==> src/rtl/attitude_pkg.sv <==
// Shared types and helpers for the attitude level tracker.
// Contents: per-axis state enum, axis index constants, and a saturating
// absolute-value-to-whole-degrees conversion.
package attitude_pkg;

    typedef enum logic [1:0] {
        LEVEL      = 2'd0,
        PEND_TILT  = 2'd1,
        TILTED     = 2'd2,
        PEND_LEVEL = 2'd3
    } axis_state_t;

    localparam int unsigned AXIS_ROLL  = 0;
    localparam int unsigned AXIS_PITCH = 1;

    // |sample| in whole degrees. The sample arrives sign-extended to 32 bits.
    // The most-negative data_width value clamps to the largest positive one.
    function automatic logic [31:0] abs_deg(input logic [31:0] sample_ext,
                                            input int unsigned data_width,
                                            input int unsigned frac_bits);
        logic [31:0] mag;
        logic [31:0] max_mag;
        max_mag = (32'd1 << (data_width - 1)) - 32'd1;
        if (sample_ext[31]) begin
            mag = (~sample_ext) + 32'd1;
        end else begin
            mag = sample_ext;
        end
        if (mag > max_mag) begin
            mag = max_mag;
        end
        return mag >> frac_bits;
    endfunction

endpackage

==> src/rtl/axis_level_fsm.sv <==
// Per-axis level detector: magnitude, threshold compare, and a debounced
// LEVEL/TILTED state machine with a hysteresis band.
// Ports: clk, rst_n (async active-low), sample_valid, sample (signed raw),
//        level_c (level after this sample, combinational),
//        sign_c (MSB of this sample, combinational).
module axis_level_fsm
    import attitude_pkg::*;
#(
    parameter int unsigned DATA_WIDTH       = 16,
    parameter int unsigned FRAC_BITS        = 4,
    parameter int unsigned LEVEL_DEG        = 10,
    parameter int unsigned HYST_DEG         = 2,
    parameter int unsigned DEBOUNCE_SAMPLES = 4
) (
    input  logic                  clk,
    input  logic                  rst_n,
    input  logic                  sample_valid,
    input  logic [DATA_WIDTH-1:0] sample,
    output logic                  level_c,
    output logic                  sign_c
);

    localparam int unsigned        CNT_W    = $clog2(DEBOUNCE_SAMPLES + 1);
    localparam logic [CNT_W-1:0]   CNT_DONE = CNT_W'(DEBOUNCE_SAMPLES);
    localparam logic [CNT_W-1:0]   CNT_ONE  = CNT_W'(1);
    localparam logic [31:0]        TILT_TH  = 32'(LEVEL_DEG + HYST_DEG);
    localparam logic [31:0]        LEVEL_TH = 32'(LEVEL_DEG);

    axis_state_t      state;
    axis_state_t      state_next;
    logic [CNT_W-1:0] cnt;
    logic [CNT_W-1:0] cnt_next;
    logic [CNT_W-1:0] cnt_inc;
    logic [31:0]      deg;
    logic             tilt_q;
    logic             lvl_q;

    // Sample qualification; band samples satisfy neither flag.
    always_comb begin
        deg    = abs_deg(32'(signed'(sample)), DATA_WIDTH, FRAC_BITS);
        tilt_q = deg > TILT_TH;
        lvl_q  = deg <= LEVEL_TH;
        cnt_inc = cnt + CNT_ONE;
    end

    // State register.
    always_ff @(posedge clk or negedge rst_n) begin
        if (!rst_n) begin
            state <= LEVEL;
            cnt   <= '0;
        end else begin
            state <= state_next;
            cnt   <= cnt_next;
        end
    end

    // Next-state: a pending move completes on the DEBOUNCE_SAMPLES-th
    // qualifying sample; anything else falls back to the stable state.
    always_comb begin
        state_next = state;
        cnt_next   = cnt;
        if (sample_valid) begin
            case (state)
                LEVEL: begin
                    if (tilt_q) begin
                        if (CNT_DONE == CNT_ONE) begin
                            state_next = TILTED;
                        end else begin
                            state_next = PEND_TILT;
                            cnt_next   = CNT_ONE;
                        end
                    end
                end
                PEND_TILT: begin
                    if (!tilt_q) begin
                        state_next = LEVEL;
                        cnt_next   = '0;
                    end else if (cnt_inc == CNT_DONE) begin
                        state_next = TILTED;
                        cnt_next   = '0;
                    end else begin
                        cnt_next = cnt_inc;
                    end
                end
                TILTED: begin
                    if (lvl_q) begin
                        if (CNT_DONE == CNT_ONE) begin
                            state_next = LEVEL;
                        end else begin
                            state_next = PEND_LEVEL;
                            cnt_next   = CNT_ONE;
                        end
                    end
                end
                PEND_LEVEL: begin
                    if (!lvl_q) begin
                        state_next = TILTED;
                        cnt_next   = '0;
                    end else if (cnt_inc == CNT_DONE) begin
                        state_next = LEVEL;
                        cnt_next   = '0;
                    end else begin
                        cnt_next = cnt_inc;
                    end
                end
                default: begin
                    state_next = LEVEL;
                    cnt_next   = '0;
                end
            endcase
        end
    end

    // Outputs reflect the post-sample state so the qualifying sample shows
    // up in the same registered update.
    always_comb begin
        level_c = (state_next == LEVEL) || (state_next == PEND_TILT);
        sign_c  = sample[DATA_WIDTH-1];
    end

endmodule

==> src/rtl/attitude_level_tracker.sv <==
// Debounced roll/pitch attitude tracker producing registered sign and
// level bits per axis.
// Ports: i_Clk, i_Rst_L (async active-low), i_Sample_Valid, i_Angles
//        (axis k at [k*DATA_WIDTH +: DATA_WIDTH]), o_Attitude (signs above
//        levels, axis 0 in the most significant position of each field),
//        o_Valid, o_Changed.
// Build option: ATT_SIGN_HOLD_EN forces a sign bit to 0 while its axis is level.
module attitude_level_tracker
    import attitude_pkg::*;
#(
    parameter int unsigned NUM_AXES         = 2,
    parameter int unsigned DATA_WIDTH       = 16,
    parameter int unsigned FRAC_BITS        = 4,
    parameter int unsigned LEVEL_DEG        = 10,
    parameter int unsigned HYST_DEG         = 2,
    parameter int unsigned DEBOUNCE_SAMPLES = 4
) (
    input  logic                           i_Clk,
    input  logic                           i_Rst_L,
    input  logic                           i_Sample_Valid,
    input  logic [NUM_AXES*DATA_WIDTH-1:0] i_Angles,
    output logic [2*NUM_AXES-1:0]          o_Attitude,
    output logic                           o_Valid,
    output logic                           o_Changed
);

    localparam logic [2*NUM_AXES-1:0] ATT_RESET = {{NUM_AXES{1'b0}}, {NUM_AXES{1'b1}}};

    // Parameter sanity.
    if (NUM_AXES < AXIS_ROLL + 1) begin : g_chk_axes
        $error("NUM_AXES must be at least 1");
    end
    if (DEBOUNCE_SAMPLES < 1) begin : g_chk_debounce
        $error("DEBOUNCE_SAMPLES must be at least 1");
    end
    if (DATA_WIDTH < 2 || DATA_WIDTH > 31) begin : g_chk_width
        $error("DATA_WIDTH must be in 2..31");
    end
    if ((64'(LEVEL_DEG + HYST_DEG) << FRAC_BITS) >= (64'd1 << (DATA_WIDTH - 1))) begin : g_chk_range
        $error("tilt threshold does not fit in the sample range");
    end

    logic [NUM_AXES-1:0]   level_c;
    logic [NUM_AXES-1:0]   sign_c;
    logic [2*NUM_AXES-1:0] attitude_c;

    for (genvar k = 0; k < NUM_AXES; k++) begin : g_axis
        axis_level_fsm #(
            .DATA_WIDTH       (DATA_WIDTH),
            .FRAC_BITS        (FRAC_BITS),
            .LEVEL_DEG        (LEVEL_DEG),
            .HYST_DEG         (HYST_DEG),
            .DEBOUNCE_SAMPLES (DEBOUNCE_SAMPLES)
        ) u_axis (
            .clk          (i_Clk),
            .rst_n        (i_Rst_L),
            .sample_valid (i_Sample_Valid),
            .sample       (i_Angles[k*DATA_WIDTH +: DATA_WIDTH]),
            .level_c      (level_c[k]),
            .sign_c       (sign_c[k])
        );
    end

    // Pack the next attitude word; axis 0 lands in the top bit of each field.
    always_comb begin
        attitude_c = '0;
        for (int k = 0; k < NUM_AXES; k++) begin
            attitude_c[NUM_AXES-1-k] = level_c[k];
`ifdef ATT_SIGN_HOLD_EN
            attitude_c[2*NUM_AXES-1-k] = sign_c[k] & ~level_c[k];
`else
            attitude_c[2*NUM_AXES-1-k] = sign_c[k];
`endif
        end
    end

    // Output register; o_Changed compares against the last published word.
    always_ff @(posedge i_Clk or negedge i_Rst_L) begin
        if (!i_Rst_L) begin
            o_Attitude <= ATT_RESET;
            o_Valid    <= 1'b0;
            o_Changed  <= 1'b0;
        end else begin
            o_Valid <= i_Sample_Valid;
            if (i_Sample_Valid) begin
                o_Attitude <= attitude_c;
                o_Changed  <= attitude_c != o_Attitude;
            end else begin
                o_Changed <= 1'b0;
            end
        end
    end

endmodule

==> config.mk <==
export PLATFORM = sky130hd
export DESIGN_NAME = attitude_level_tracker
export DESIGN_NICKNAME = d
export VERILOG_FILES = /design/src/rtl/attitude_pkg.sv /design/src/rtl/axis_level_fsm.sv /design/src/rtl/attitude_level_tracker.sv
export SDC_FILE = /design/constraint.sdc
export NUM_CORES = 1
export LEC_CHECK = 0
export CAP_MARGIN = 20
export CORE_ASPECT_RATIO = 1.4
export CORE_MARGIN = 1
export CORE_UTILIZATION = 45
export DETAILED_ROUTE_END_ITERATION = 10
export PLACE_DENSITY = 0.75
export SYNTH_ARGS = -nofsm -noshare
export SYNTH_HDL_FRONTEND = slang
export SYNTH_SLANG_ARGS = --single-unit
==> constraint.sdc <==
create_clock -name i_Clk -period 1.93 [get_ports i_Clk]
set_input_delay 0.386 -clock i_Clk [delete_from_list [all_inputs] [get_ports i_Clk]]
set_output_delay 0.386 -clock i_Clk [all_outputs]
set_load 0.03 [all_outputs]
======== Word-level counts from Yosys, hierarchy flattened ========
Index checks and enable logic that the tools add are counted.
W data, S select, Z words.
storage, ports and cells
  register bits after elaboration ......... 16
  output and inout bits ................... 6
  memories kept ........................... 0
  ROM bits ................................ 0
  logic and storage cells ................. 75
  bits in latches ......................... 0
  memory bits (writable) .................. 0
operators by class
  shifts and indexed selects .............. 0
  $lt $le $gt $ge ......................... 6
  div/mod/pow operators ................... 0
  add/subtract/negate cells ............... 4
  bitwise gates (word level) .............. 2
  reductions and logical operators ........ 8
  multiply operators ...................... 0
  multiplexer cells ....................... 33
  equality and inequality tests ........... 15
operators with widths
  cell                     number
  $mux W32                 4
  $add A32 B1 Y32 const B  2
  $gt A32 B15 Y1 const B   2
  $not A32 Y32             2
  $gt A28 B4 Y1 const B    2
  $le A28 B4 Y1 const B    2
  $mux W3                  10
  $mux W2                  14
  $pmux W3 S4              2
  $pmux W2 S4              2
  $eq A2 B1 Y1 const B     4
  $eq A2 B2 Y1 const B     4
  $logic_not A2 Y1         4
  $ne A2 B1 Y1 const B     4
  $add A3 B1 Y3 const B    2
  $eq A3 B3 Y1 const B     2
  $reduce_and A3 Y1        2
  $ne A4 B4 Y1             1
  $logic_or A1 B1 Y1       2
  $mux W1                  1

======== Logic depth before layout (Yosys ltp) ========
Gate-level depths: netlist of the first run.
  depth in word-level cells ............... 13
  gate-level depth with buffers ........... 10
  depth with buffers taken out ............ 10

======== By module ========
Synthesis of the first run repeated with hierarchy kept, for this count alone.
second synthesis, totals
  cells, all modules ...................... 234
  area total of the unflattened synthesis .. 1913.1 sq um
modules (own cells, without submodules)
  module                              area an instance (sq um)  seq. area each (sq um)  cells an instance  instances
  axis_level_fsm at g_axis[0].u_axis  853.3                     125.1                   106                1
  axis_level_fsm at g_axis[1].u_axis  815.8                     125.1                   113                1
  attitude_level_tracker              244.0                     152.6                   15                 1

======== Worst setup path before layout of the first run ========
OpenSTA, ideal clock, no wires.
  path kind ............................... input port to flip-flop
  start ................................... in i_Angles[0]
  end ..................................... reg o_Changed
  data arrival time ....................... 2.431 ns
  stages on the path ...................... 10
  data required time ...................... 1.842 ns
  buffers on the path ..................... 0
  path slack .............................. -0.590 ns
  path through ............................ inv_1 > ha_1 > or4b_4 > or3_1 > a31oi_1 > o211ai_1 > nor4_2 > a2bb2oi_2 > xor2_1 > a41oi_1
on the way
  longest elaborated chain between the ends .. 13
  elaborated cells on any way between the ends .. 18
  classes of those cells .................. add/sub: 1; order compare: 3; eq/ne: 2; mux: 9; bitwise: 1; reduce/logical: 2
RTL lines
  what                                                     line                                        RTL
  start: declaration                                       attitude_level_tracker.sv:21                input logic [NUM_AXES*DATA_WIDTH-1:0] i_Angles,
  $not A32 Y32                                             attitude_pkg.sv:25                          mag = (~sample_ext) + 32'd1;
  $add A32 B1 Y32                                          attitude_pkg.sv:25
  $mux W32 *                                               attitude_pkg.sv:24                          if (sample_ext[31]) begin
  $gt A32 B15 Y1                                           attitude_pkg.sv:29                          if (mag > max_mag) begin
  $mux W32 *                                               attitude_pkg.sv:29
  $le A28 B4 Y1 / $gt A28 B4 Y1 (equally long branches)    axis_level_fsm.sv:42, axis_level_fsm.sv:41
  $mux W2 (on tied branches)                               --
  $pmux W2 S4 *                                            axis_level_fsm.sv:63                        case (state)
  $mux W2 *                                                axis_level_fsm.sv:62                        if (sample_valid) begin
  named net g_axis[0].u_axis.state_next[1]                 axis_level_fsm.sv:30                        axis_state_t state_next;
  $eq A2 B1 Y1 / $logic_not A2 Y1 (equally long branches)  axis_level_fsm.sv:117                       level_c = (state_next == LEVEL) || (state_next == PEND_TILT);
  $logic_or A1 B1 Y1 *                                     axis_level_fsm.sv:117
  $ne A4 B4 Y1 *                                           attitude_level_tracker.sv:87                o_Changed <= attitude_c != o_Attitude;
  $mux W1 *                                                attitude_level_tracker.sv:85                if (i_Sample_Valid) begin
  end signal: assignment                                   attitude_level_tracker.sv:87
  end: declaration                                         attitude_level_tracker.sv:24                output logic o_Changed
Mark *: on every way through the listed nets, which the timed path passes. The rest lies on a longest branch.
A chain may end at the register's enable or synchronous reset.

======== Worst setup path after layout of the first run ========
  start ................................... in i_Angles[31]
  end ..................................... reg o_Attitude[0]
on the way
  longest elaborated chain between the ends .. 11
  elaborated cells on any way between the ends .. 16
  classes of those cells .................. add/sub: 1; order compare: 3; eq/ne: 1; mux: 8; bitwise: 1; reduce/logical: 2
RTL lines
  what                                                     line                                        RTL
  $not A32 Y32                                             attitude_pkg.sv:25
  $add A32 B1 Y32                                          attitude_pkg.sv:25
  $mux W32 *                                               attitude_pkg.sv:24
  $gt A32 B15 Y1                                           attitude_pkg.sv:29
  $mux W32 *                                               attitude_pkg.sv:29
  $le A28 B4 Y1 / $gt A28 B4 Y1 (equally long branches)    axis_level_fsm.sv:42, axis_level_fsm.sv:41
  $mux W2 (on tied branches)                               --
  $pmux W2 S4 *                                            axis_level_fsm.sv:63
  $mux W2 *                                                axis_level_fsm.sv:62
  $eq A2 B1 Y1 / $logic_not A2 Y1 (equally long branches)  axis_level_fsm.sv:117
  $logic_or A1 B1 Y1 *                                     axis_level_fsm.sv:117
  end signal: assignment                                   attitude_level_tracker.sv:86                o_Attitude <= attitude_c;
  end: declaration                                         attitude_level_tracker.sv:22                output logic [2*NUM_AXES-1:0] o_Attitude,
Mark *: on every way between the ends. The rest lies on a longest branch, timed or not.

==> results_dict.tcl, run 1 <==
set metrics [dict create \
    nets 402 \
    seqCellArea_um2 403 \
    hold_path.class "input port to async pin" \
    arrival_ps 2710 \
    grt_pass1_wl_mm 10.8 \
    fin_crit_ps 2550 \
    p_per_area_nw_per_um2 506 \
    ant_nets 0 \
    relSlewSlack 0.724 \
    gp_congestion 0.907 \
    place_area_um2 2830 \
    p_leak_nw 1.51 \
    yosysSeqAreaShare 0.220 \
    layoutNonFillerInstCount 403 \
    ys_seq_elements 16 \
    synth_area_leaders "dfrtp_1 19%, a21oi_1 4.9%, ha_1 4.1%" \
    dp_hpwl_mm 4.13 \
    grt_max_degree 22 \
    tightest_slew_ps 413 \
    async_reset_ff_frac 1.00 \
    fin_skew_ps 9.29 \
    met1_usage 0.339 \
    violations "DRC, setup timing" \
    die_h_um 77.4 \
    rsz0062_at_grt "true" \
    clock-sinks 16 \
    grt_pass1_vias 2476 \
    syn-num-nets 269 \
    p_sw_frac 0.401 \
    core_area_um2 3920 \
    power_mw 1.79 \
    peakVddDrop_mv 0.879 \
    setup_violations 13 \
    dp_slack_ps -1340 \
    outcome "complete, but fails checks" \
    clk_pin_slew_ps 70 \
    multiInputGateArea_um2 1750 \
    synth.distinct_cells 59 \
    fmax_mhz 393 \
    final_area_um2 3540 \
    drv_cap 0 \
    dp_cells 377 \
    portBuffers 40 \
    fin_util 0.904 \
    cts_root_buffer "clkbuf_8" \
    fin_ws_ps -617 \
    start_util 0.467 \
    synth_top_area_share 0.192 \
    row_count 27 \
    remaining_drc_errors 2 \
    numCtsBuffers 3 \
    grtUsageMet2 0.587 \
    combPwrFrac 0.548 \
    dr.pass1.iters 10 \
    synth_edf_count 0 \
    period_share 1.32 \
    grt_use_total 0.304 \
    die-width_um 55.9 \
    totalNegativeSetupSlack_ps -5990 \
    whs_ps 446 \
    start_kind "input port" \
    grt-busiest-layer "met2" \
    avgViaCountPerCell 6.83 \
    num_vias 2751 \
    final_max_slew_viol_count 0 \
    final_cell_mix "88 x buf_4, 18 x clkdlybuf4s50_1, 15 x nor2_1, 14 x dfrtp_1, 12 x inv_1" \
    die_area_um2 4330 \
    io_pins 41 \
    yosys.area.top_type "dfrtp_1" \
    hold_buffers 0 \
    ys_warn_count 0 \
    antenna_found_initial 0 \
    cts_tree "done" \
    p_int_mw 1.07 \
    clockBufferDepth 2 \
    seqPwrFrac 0.278 \
    criticalPathCategory "input port to flop" \
    drive_gt1_frac 0.517 \
    synthCells 228 \
    grt.overflow.total 0 \
    antenna_cells 0 \
    wl_per_cell_um 22.4 \
    cp_max_fo 7 \
    syn_area_um2 1830 \
    worst_setup_path_end_kind "flop" \
    synth.avg_cell_area_um2 8.02 \
    routed_wl_mm 9.04 \
    worst-endpoint-required_ps 2090 \
    p_clk_frac 0.174 \
    clkLatencyLatePin_ps 260 \
    cts_max_level 1 \
    layout_commonest_cell "buf_4" \
    synthFlopType "dfrtp_1" \
    hold_violations 0 \
    drtIter0Drc 215 \
    use_met3 0.0267 \
    p_sw_mw 0.719 \
    area_growth_pct 93.6 \
    fillers 153 \
]
path summary, 6_finish.rpt:
path / startpoint / to / slack (ps) / depth (start not counted)
worst max register to register: g_axis[1].u_axis.cnt[0] / o_Changed / -340 / 8
worst max-delay path: i_Angles[31] / o_Attitude[0] / -620 / 9
worst min-delay path: i_Rst_L / o_Changed / 450 / 2
min in group i_Clk: o_Attitude[1] / o_Attitude[1] / 510 / 2
worst min register to register: o_Attitude[1] / o_Attitude[1] / 510 / 2
max in group asynchronous: i_Rst_L / o_Attitude[1] / 1220 / 2
cells by family after synthesis:
group           synth area share
xor+xnor                  0.0431
simple gates               0.293
buf+inv                   0.0821
flops                      0.220
mux                       0.0349
compound gates             0.285
fa+ha+maj                 0.0410
critical path, cell delays in order:
cell and delay (ps):
clkdlybuf4s50_1 620, o21bai_1 230, o31ai_4 140, a32oi_2 270
o2111ai_4 200, or4_4 470, a21oi_2 150, o21ai_1 90
o21ai_1 160
layer usage:
| metal | routed length [µm] | up-vias |
|---|---|---|
| li1 | - | 1149 |
| met5 | 0 | - |
| met1 | 3120 | 1288 |
| met2 | 4490 | 226 |
| met4 | 753 | 0 |
| met3 | 688 | 88 |
what timing repair did:
| action | 4_1_cts | 5_1_grt |
|---|---|---|
| pin swaps | 42 | 34 |
| buffers inserted | 16 | 7 |
| resized for setup | 88 | 59 |
| endpoints found under the setup margin | 13 | 13 |
synth_stat cells (all sizes together) (3+ instances only):
cell type and count:
xor2 3, mux2i 3, nand4 4, a21oi 18
mux2 3, nor4 8, a211oi 3, and3 5
dfrtp 14, o2111ai 3, nand3 8, nor3 9
xnor2 6, a21boi 3, ha 6, inv 16
a41oi 5, nand2b 3, nor2 19, nor4b 3
clkbuf 8, a31oi 7, o21ai 11, nor2b 3
nand2 12, nor3b 3
flip-flops by register name (all words and copies together) (netlist names):
signal	cells
o_Changed	1
o_Attitude	4
g_axis.u_axis.state	4
o_Valid	1
g_axis.u_axis.cnt	6
power by group through the flow:
stage | sequential (mW) | combinational (mW) | clock, mW
after detailed placement | 0.494 | 0.755 | 0
final | 0.499 | 0.983 | 0.312
after floorplan | 0.531 | 0.352 | 0
after CTS | 0.492 | 0.823 | 0.302
after global placement | 0.492 | 0.748 | 0
after global routing | 0.508 | 1.02 | 0.325
area by class of cell:
cell class              instances  share of cell area
multi-input cells             187               0.494
inverters                      16              0.0268
flip-flops and latches         16               0.114
well taps                      43              0.0152
clock buffers                   4              0.0155
repair buffers                137               0.335
No activity file was read; power rests on OpenSTA's default activity.
==> inputs of run 2 (changes only) <==
--- a/config.mk
+++ b/config.mk
@@ -8,9 +8,9 @@
 export CAP_MARGIN = 20
 export CORE_ASPECT_RATIO = 1.4
 export CORE_MARGIN = 1
-export CORE_UTILIZATION = 45
+export CORE_UTILIZATION = 46
 export DETAILED_ROUTE_END_ITERATION = 10
-export PLACE_DENSITY = 0.75
+export PLACE_DENSITY = 0.77
 export SYNTH_ARGS = -nofsm -noshare
 export SYNTH_HDL_FRONTEND = slang
 export SYNTH_SLANG_ARGS = --single-unit
==> run 2 against run 1 <==
  * The flow finishes with violations (setup timing)
  * Count of clock-buffer cells in the layout did not move
  * Worst setup slack got worse by 36 ps
  * Sequential power is 3% higher
  * Register-to-register slack worse by 90 ps
  * First-iteration DRC count rose by 20%
  * Combinational power about the same
  * Die area fell by 2.1%
  * Worst hold slack lost 7.4 ps
==> results_dict.tcl, run 2 (synthesized netlist as in run 1, its figures left out) <==
set metrics [dict create \
    fin_skew_ps 10.2 \
    fillers 150 \
    grt-busiest-layer "met2" \
    drive_gt1_frac 0.480 \
    area_growth_pct 86.2 \
    start_util 0.489 \
    io_pins 41 \
    fin_crit_ps 2580 \
    worst_setup_path_end_kind "flop" \
    period_share 1.34 \
    die-width_um 55.3 \
    avgViaCountPerCell 6.69 \
    cts_tree "done" \
    met1_usage 0.270 \
    hold_path.class "input port to async pin" \
    use_met3 0.0204 \
    relSlewSlack 0.716 \
    dp_hpwl_mm 4.14 \
    grt_pass1_vias 2359 \
    outcome "complete, but fails checks" \
    violations "setup timing" \
    wl_per_cell_um 20.3 \
    grt_use_total 0.272 \
    final_cell_mix "74 x buf_4, 19 x clkdlybuf4s50_1, 18 x nor2_1, 14 x dfrtp_1" \
    core_area_um2 3740 \
    p_leak_nw 1.44 \
    antenna_cells 0 \
    path_delay_family "compound AO/OA/AOI/OAI gates" \
    criticalPathCategory "input port to flop" \
    peakVddDrop_mv 0.687 \
    remaining_drc_errors 0 \
    gp_congestion 0.904 \
    die_h_um 76.6 \
    drtIter0Drc 258 \
    whs_ps 438 \
    layoutNonFillerInstCount 388 \
    tightest_slew_ps 426 \
    nets 388 \
    cp_num_buf_inv 3 \
    clk_pin_slew_ps 80 \
    dr.pass1.iters 5 \
    fmax_mhz 387 \
    arrival_ps 2790 \
    grtUsageMet2 0.557 \
    cts_root_buffer "clkbuf_8" \
    num_vias 2594 \
    setup_violations 13 \
    portBuffers 40 \
    dp_cells 368 \
    grt_max_degree 17 \
    drv_cap 0 \
    fin_ws_ps -653 \
    p_per_area_nw_per_um2 544 \
    hold_buffers 0 \
    rsz0062_at_grt "true" \
    crit_slowest_cell "or3b_4" \
    worst-endpoint-required_ps 2130 \
    regMostFlops "g_axis.u_axis.cnt" \
    reg_top3 "g_axis.u_axis.cnt x6, g_axis.u_axis.state x4, o_Attitude x4" \
    largest_reg_flops 6 \
    final_max_slew_viol_count 0 \
    clock-sinks 16 \
    hold_violations 0 \
    cts_max_level 1 \
    critPathMaxStageDelay_ps 400 \
    die_area_um2 4240 \
    layout_commonest_cell "buf_4" \
    dp_slack_ps -1300 \
    numCtsBuffers 3 \
    antenna_found_initial 0 \
    row_count 26 \
    grt.overflow.total 0 \
    clockBufferDepth 2 \
    crit_path_cell_trace "buf_8, inv_12, ha_4, or3b_4, a311o_1, a32oi_2, o2111ai_4, buf_6, nor4b_4, a21oi_4, o21ai_2, a22o_1" \
    cp_max_fo 5 \
    routed_wl_mm 7.88 \
    grt_pass1_wl_mm 9.58 \
    start_kind "input port" \
    ant_nets 0 \
    clkLatencyLatePin_ps 260 \
]
## run 2: repair_timing
item / in CTS / in global routing
resized for setup: 54 / 80
endpoints found under the setup margin: 13 / 13
buffers inserted: 13 / 6
gates cloned: 0 / 0
pin swaps: 29 / 37
## run 2: metal layers
layer  up-vias  wire length [µm]
met3        64               449
met2       164              4230
li1       1119                 -
met5         -                 0
met4         0               469
met1      1247              2730
## run 2: path summary, 6_finish.rpt
path / from / end / slack, ps / cells after the start
hold reg to reg: g_axis[0].u_axis.state[0] / g_axis[0].u_axis.cnt[0] / 560 / 1
setup reg to reg: g_axis[0].u_axis.cnt[0] / o_Changed / -430 / 9
hold / removal: i_Rst_L / g_axis[0].u_axis.cnt[0] / 440 / 2
setup / recovery: i_Angles[16] / g_axis[1].u_axis.cnt[1] / -650 / 12
min in group i_Clk: g_axis[0].u_axis.state[0] / g_axis[0].u_axis.cnt[0] / 560 / 1
max in group asynchronous: i_Rst_L / o_Attitude[1] / 1230 / 2
## run 2: area by class of cell
class	instances	area, µm²	area share
tap	42	52.6	0.0154
inverter	16	95.1	0.0279
clock buffer	4	55.1	0.0162
sequential	16	403	0.118
multi-input combinational	187	1720	0.504
timing repair buffer	123	1080	0.319
## run 2: power breakdown
group          internal [mW]  switching [mW]
registers              0.419          0.0963
logic                  0.505           0.510
clock network          0.182           0.141
total                   1.11           0.747
## run 2: per-stage QoR
step | utilization | cell area [µm²] | TNS (ps) | total power [mW]
after floorplan | - | 1900 | -4270 | 0.883
after global placement | 0.740 | 2770 | -13860 | 1.22
after detailed placement | 0.740 | 2770 | -14560 | 1.25
after CTS | 0.802 | 3000 | -5890 | 1.63
after global routing | 0.910 | 3410 | -7120 | 1.90
final | 0.910 | 3410 | -6450 | 1.85
==> inputs of run 3 (changes only) <==
--- a/config.mk
+++ b/config.mk
@@ -9,6 +9,7 @@
 export CORE_ASPECT_RATIO = 1.4
 export CORE_MARGIN = 1
 export CORE_UTILIZATION = 46
+export CTS_CLUSTER_DIAMETER = 150
 export DETAILED_ROUTE_END_ITERATION = 10
 export PLACE_DENSITY = 0.77
 export SYNTH_ARGS = -nofsm -noshare
==> results of run 3 <==
Final layout, timing and power as in run 2 (identical DEF).
